===== src/rtl/lead_zero_counter.sv =====
// Serial leading-zero counter for floating-point adder normalisation.
// Produces shift amount/direction in count_shifter encoding plus the normalised mantissa.
module lead_zero_counter (
    input  logic        Clk,
    input  logic        Clear,
    input  logic [24:0] Data,
    input  logic        Load,
    output logic [7:0]  Count,
    output logic        Direction,
    output logic [23:0] Result,
    output logic        Zero,
    output logic        Busy,
    output logic        Valid
);

    typedef enum logic [1:0] {
        IDLE = 2'd0,
        SCAN = 2'd1,
        DONE = 2'd2
    } state_t;

    state_t      state_q, state_d;
    logic [23:0] sreg_q, sreg_d;
    logic [4:0]  cnt_q, cnt_d;
    logic [7:0]  count_q, count_d;
    logic        dir_q, dir_d;
    logic [23:0] result_q, result_d;
    logic        zero_q, zero_d;
    logic        busy_q, busy_d;
    logic        valid_q, valid_d;

    // Next-state and result computation; results only change on entry to DONE.
    always_comb begin
        state_d  = state_q;
        sreg_d   = sreg_q;
        cnt_d    = cnt_q;
        count_d  = count_q;
        dir_d    = dir_q;
        result_d = result_q;
        zero_d   = zero_q;
        case (state_q)
            IDLE: begin
                if (Load) begin
                    if (Data[24]) begin
                        count_d  = 8'd1;
                        dir_d    = 1'b0;
                        result_d = Data[24:1];
                        zero_d   = 1'b0;
                        state_d  = DONE;
                    end else if (Data == 25'd0) begin
                        count_d  = 8'd0;
                        dir_d    = 1'b1;
                        result_d = 24'd0;
                        zero_d   = 1'b1;
                        state_d  = DONE;
                    end else begin
                        sreg_d  = Data[23:0];
                        cnt_d   = 5'd0;
                        state_d = SCAN;
                    end
                end else begin
                    state_d = IDLE;
                end
            end
            SCAN: begin
                // Data is known non-zero here, so a one reaches bit 23 within 23 shifts.
                if (sreg_q[23]) begin
                    count_d  = {3'b000, cnt_q};
                    dir_d    = 1'b1;
                    result_d = sreg_q;
                    zero_d   = 1'b0;
                    state_d  = DONE;
                end else begin
                    sreg_d = {sreg_q[22:0], 1'b0};
                    cnt_d  = cnt_q + 5'd1;
                end
            end
            DONE: begin
                state_d = IDLE;
            end
            default: begin
                state_d = IDLE;
            end
        endcase
        valid_d = (state_d == DONE);
        busy_d  = (state_d != IDLE);
    end

    // State and output registers with synchronous clear.
    always_ff @(posedge Clk) begin
        if (Clear) begin
            state_q  <= IDLE;
            sreg_q   <= 24'd0;
            cnt_q    <= 5'd0;
            count_q  <= 8'd0;
            dir_q    <= 1'b0;
            result_q <= 24'd0;
            zero_q   <= 1'b0;
            busy_q   <= 1'b0;
            valid_q  <= 1'b0;
        end else begin
            state_q  <= state_d;
            sreg_q   <= sreg_d;
            cnt_q    <= cnt_d;
            count_q  <= count_d;
            dir_q    <= dir_d;
            result_q <= result_d;
            zero_q   <= zero_d;
            busy_q   <= busy_d;
            valid_q  <= valid_d;
        end
    end

    assign Count     = count_q;
    assign Direction = dir_q;
    assign Result    = result_q;
    assign Zero      = zero_q;
    assign Busy      = busy_q;
    assign Valid     = valid_q;

endmodule


===== config.mk =====
export PLATFORM = sky130hd
export DESIGN_NAME = lead_zero_counter
export DESIGN_NICKNAME = d
export VERILOG_FILES = /design/src/rtl/lead_zero_counter.sv
export SDC_FILE = /design/constraint.sdc
export NUM_CORES = 1
export LEC_CHECK = 0
export CAP_MARGIN = 15
export CORE_ASPECT_RATIO = 1.5
export CORE_UTILIZATION = 25
export CTS_BUF_LIST = sky130_fd_sc_hd__clkbuf_16
export CTS_CLUSTER_DIAMETER = 200
export CTS_CLUSTER_SIZE = 24
export DETAILED_ROUTE_END_ITERATION = 8
export SYNTH_ARGS = -nofsm -noshare
export SYNTH_HDL_FRONTEND = slang
export SYNTH_SLANG_ARGS = --single-unit

===== constraint.sdc =====
create_clock -name Clk -period 2.5 [get_ports Clk]
set_input_delay 0.5 -clock Clk [delete_from_list [all_inputs] [get_ports Clk]]
set_output_delay 0.5 -clock Clk [all_outputs]
set_load 0.01 [all_outputs]

Word level (Yosys, flattened, before mapping)
Index checks and enable logic that the tools add are counted.

operators by class
  add/sub/neg operators = 1
  equal/unequal tests = 8
  reduce and logical (&&, ||, !) cells = 7
  mux-type cells = 32

operator list
  operator                                                         number
  24-bit two-way mux                                               8
  24-bit case mux with 2 select lines                              2
  8-bit two-way mux                                                4
  25-bit logical NOT                                               1
  5-bit two-way mux                                                4
  8-bit case mux with 2 select lines                               1
  2-bit inequality test, second input constant                     5
  5-bit case mux with 2 select lines                               1
  2-bit two-way mux                                                4
  4-bit AND reduction                                              2
  5-bit by 1-bit adder with 5-bit output, second input constant    1
  1-bit two-way mux                                                5
  5-bit AND reduction                                              1
  1-bit case mux with 2 select lines                               2
  2-bit case mux with 2 select lines                               1
  2-bit nonzero test                                               2
  3-bit inequality test, second input constant                     1
  2-bit by 1-bit == test with 1-bit output, second input constant  1
  2-bit == test, second input constant                             1
  2-bit logical NOT                                                1

storage, ports and cells
  input port bits = 28
  word-level logic and storage cells = 58
  bits in registers = 67
  output and inout bits = 36

Logic depth before layout (Yosys ltp)
  depth after elaboration = 6
  gate-level depth with buffers = 8
  depth with buffers taken out = 6

Least setup slack after synthesis
Ideal clock, no wire load.

  kind = input to register
  start point = input port Data[24]
  end point = register result_q[2] (netlist: Result[2])
  slack = 0.597 ns
  path buffers = 3
  stages = 8
  data arrival time = 1.769 ns
  cells stage by stage = buf_2 nor4_2 nand4_2 o211ai_4 and2_1 buf_6 buf_6 a211oi_1

between the ends
  cells in the longest elaborated chain, start to end = 3

RTL lines
  what                                                                                                line    text
  from (decl)                                                                                         6       input logic [24:0] Data,
  25-bit logical NOT / 24-bit two-way mux (equally long branches)                                     50, 44
  3-bit inequality test (no source line) / 24-bit two-way mux (equally long branches)                 n/a
  4-bit AND reduction (no source line) / 24-bit case mux with 2 select lines (equally long branches)  n/a
  to (signal assigned)                                                                                107     result_q <= result_d;
  to (decl)                                                                                           27      logic [23:0] result_q, result_d;

Parallel ways exist; a longest one is shown, timed or not. The select of a mux whose other input is x is not followed.
A chain may end at the register's enable or synchronous reset.

Final worst setup path
  start point = input port Data[5]
  end point = register result_q[22] (netlist: Result[22])

between the ends
  cells in the longest elaborated chain, start to end = 3

RTL lines
  what                                    line  text
  25-bit logical NOT                      50    end else if (Data == 25'd0) begin
  3-bit inequality test (no source line)  n/a
  4-bit AND reduction (no source line)    n/a

No other way between the ends.

==> out/results.txt <==
status -> complete, no violations
Final Net Count -> 490
clock latency on the worst-skew pair -> 0.33 ns
clk root buf -> clkbuf_16
# DRC -> 0
Antenna diodes -> 0
deepest clock path buffer count -> 2
CP required -> 2.73 ns
drt pass-1 iters -> 4
maximum VDD drop -> 0.0002998 V
register bit total from synthesis -> 64
Distinct cells, synth -> 33
GRT Resource Usage Total -> 14.49%
Synth top area share -> 41.24%
RePlAce Congestion -> 0.8566
Starting Density -> 25.72%
Leak -> 0.001514 µW
initial antenna violation count -> 0
Finished Cell Area -> 4160 µm²
setup TNS -> 0 ns
Slew HR -> 53.04%
# setup viols final -> 0
Die ar. -> 12,890 µm²
post-synthesis sequential area ratio -> 41.24%
routed len/inst -> 14.46 µm
Area contributors post-synth -> dfxtp_1 41%, a211oi_1 11%, a21oi_1 9.3%, o21ai_0 7.7%, nor2_1 6.9%
synthesized area -> 3107 µm²
htree depth -> 3
pin count of the biggest net entering global routing -> 44
commonest cells after routing, fill and taps aside -> 63 x dfxtp_1, 59 x clkdlybuf4s50_1, 57 x nor2_1, 57 x a21oi_1, 48 x o21ai_0
Area after DPL -> 3880 µm²
# port buffers -> 60
worst hold path type -> register to register
CP Capture Type -> register
aggregate global routing overflow -> 0
Sink Count -> 64
die width -> 93.02 µm
vias in the first global route -> 2,852
RSZ-0062 raised after global routing -> no
Vias per Instance -> 4.872
Reg clk slew, reported paths -> 0.05 ns
Max Slew Vio Count -> 0
Crit Path Class -> input pin to register
Via Count -> 3,016
std cell rows -> 49
Die Y -> 138.5 µm
Setup Buffers After CTS -> 0
Tmin final -> 2.151 ns
Initial DRC Count -> 165
Synth Instances -> 407
commonest non-fill, non-tap cell in the layout -> dfxtp_1
Fin. Hold Viols -> 0
# resized after CTS -> 0
final WL -> 8952 µm
# IOs -> 64
Final Skew -> 0.008146 ns
Least-Margin Pin Slew -> 0.7044 ns
final-layout fill cell count -> 1,247
period utilization -> 86.02%
Synth-to-Final Area Change -> 33.91%
CTS tree -> built
worst slack, placed -> 0.005578 ns
Critical Path Start Type -> input pin
Mean Syn Cell Area -> 7.633 µm²
Yosys top cell by area -> dfxtp_1
Cell Pwr Density -> 692.1 nW/µm²
Warnings, synthesis -> 0
DRT antenna net count -> 0
final setup margin -> 0.3494 ns
share of cells above drive strength 1 -> 8.798%
hold buffers post-CTS -> 0
wire length of the first global-routing pass -> 14,470 µm
Detailed Place HPWL -> 6355 µm
Worst Path Arrival -> 2.38 ns
max_cap viols -> 0
total core area -> 12,080 µm²
CTS Buf Count -> 9
Achievable Freq -> 465.0 MHz
Crit Path Max Fanout -> 15
## sequential cells by signal, indices dropped and copies added, names as in the netlist
name,flops
Busy,1
Valid,1
Count,5
state_q,2
cnt_q,5
Zero,1
Direction,1
sreg_q,24
Result,24
## cell type report
class | instances | area, µm² | share of cell area, %
multi-input cells | 282 | 1545 | 37.14
flip-flops and latches | 64 | 1282 | 30.83
repair buffers | 80 | 770.7 | 18.53
clock inverters | 7 | 55.05 | 1.323
well taps | 153 | 191.4 | 4.602
clock buffers | 9 | 225.2 | 5.414
inverters | 24 | 90.09 | 2.165
## synth_stat cells, drive strengths merged
master and number:
a31oi 1, a21oi 58, nand2 31, inv 24
a22o 4, nand2b 2, buf 18, dfxtp 64
nor3 3, conb 1, nor2b 2, nor4 7
o21ai 48, nand4 2, ha 1, mux2i 2
o211a 1, o21a 3, nand3 3, a22oi 1
nand3b 1, o211ai 3, clkbuf 21, a211oi 47
nor2 57, and2 1, nor4bb 1
## report_power, final
| part | total (µW) | internal [µW] | switching, µW |
|---|---|---|---|
| clock | 1180 | 752 | 427 |
| sequential | 1170 | 1110 | 65.8 |
| combinational | 528 | 241 | 287 |
## per-stage QoR
step	instances	utilization, %	total power [µW]	hold WS [ns]
after global placement	603	32.12	1711	0.4673
final	619	34.45	2879	0.4656
after CTS	619	34.45	2904	0.4705
after detailed placement	603	32.12	1720	0.4595
after floorplan	409	-	1495	0.4588
after global routing	619	34.45	3018	0.4911
## worst max-delay path: stages
cell	delay, ns
clkdlybuf4s50_1	0.47
nor4_2	0.36
nand4_2	0.22
o211ai_4	0.26
buf_4	0.25
a21oi_1	0.09
a211oi_1	0.23
## routing by layer
metal / track usage (%) / vias up / wire (µm)
li1: - / 1540 / -
met1: 17.11 / 1392 / 3812
met2: 24.69 / 71 / 4525
met3: 3.180 / 13 / 393
met4: 6.559 / 0 / 221
met5: 0 / - / 0
## cells by family after synthesis
kind of cell,after synthesis,synth area share [%]
other cells,1,0.1207
compound gates,166,32.22
simple gates,110,15.99
buf+inv,63,9.384
fa+ha+maj,1,0.4027
mux,2,0.6444
flops,64,41.24
## worst paths after layout
path                                start  slack (ns)                 endpoint  cells after the start
hold / removal    Result[23]$_SDFFE_PP0P_        0.47  Result[23]$_SDFFE_PP0P_                      1
setup reg to reg    state_q[0]$_SDFF_PP0_        0.64    Count[1]$_SDFFE_PP0P_                      3
setup / recovery                  Data[5]        0.35  Result[22]$_SDFFE_PP0P_                      7
hold reg to reg   Result[23]$_SDFFE_PP0P_        0.47  Result[23]$_SDFFE_PP0P_                      1
Power figures use the tool's default switching activity.
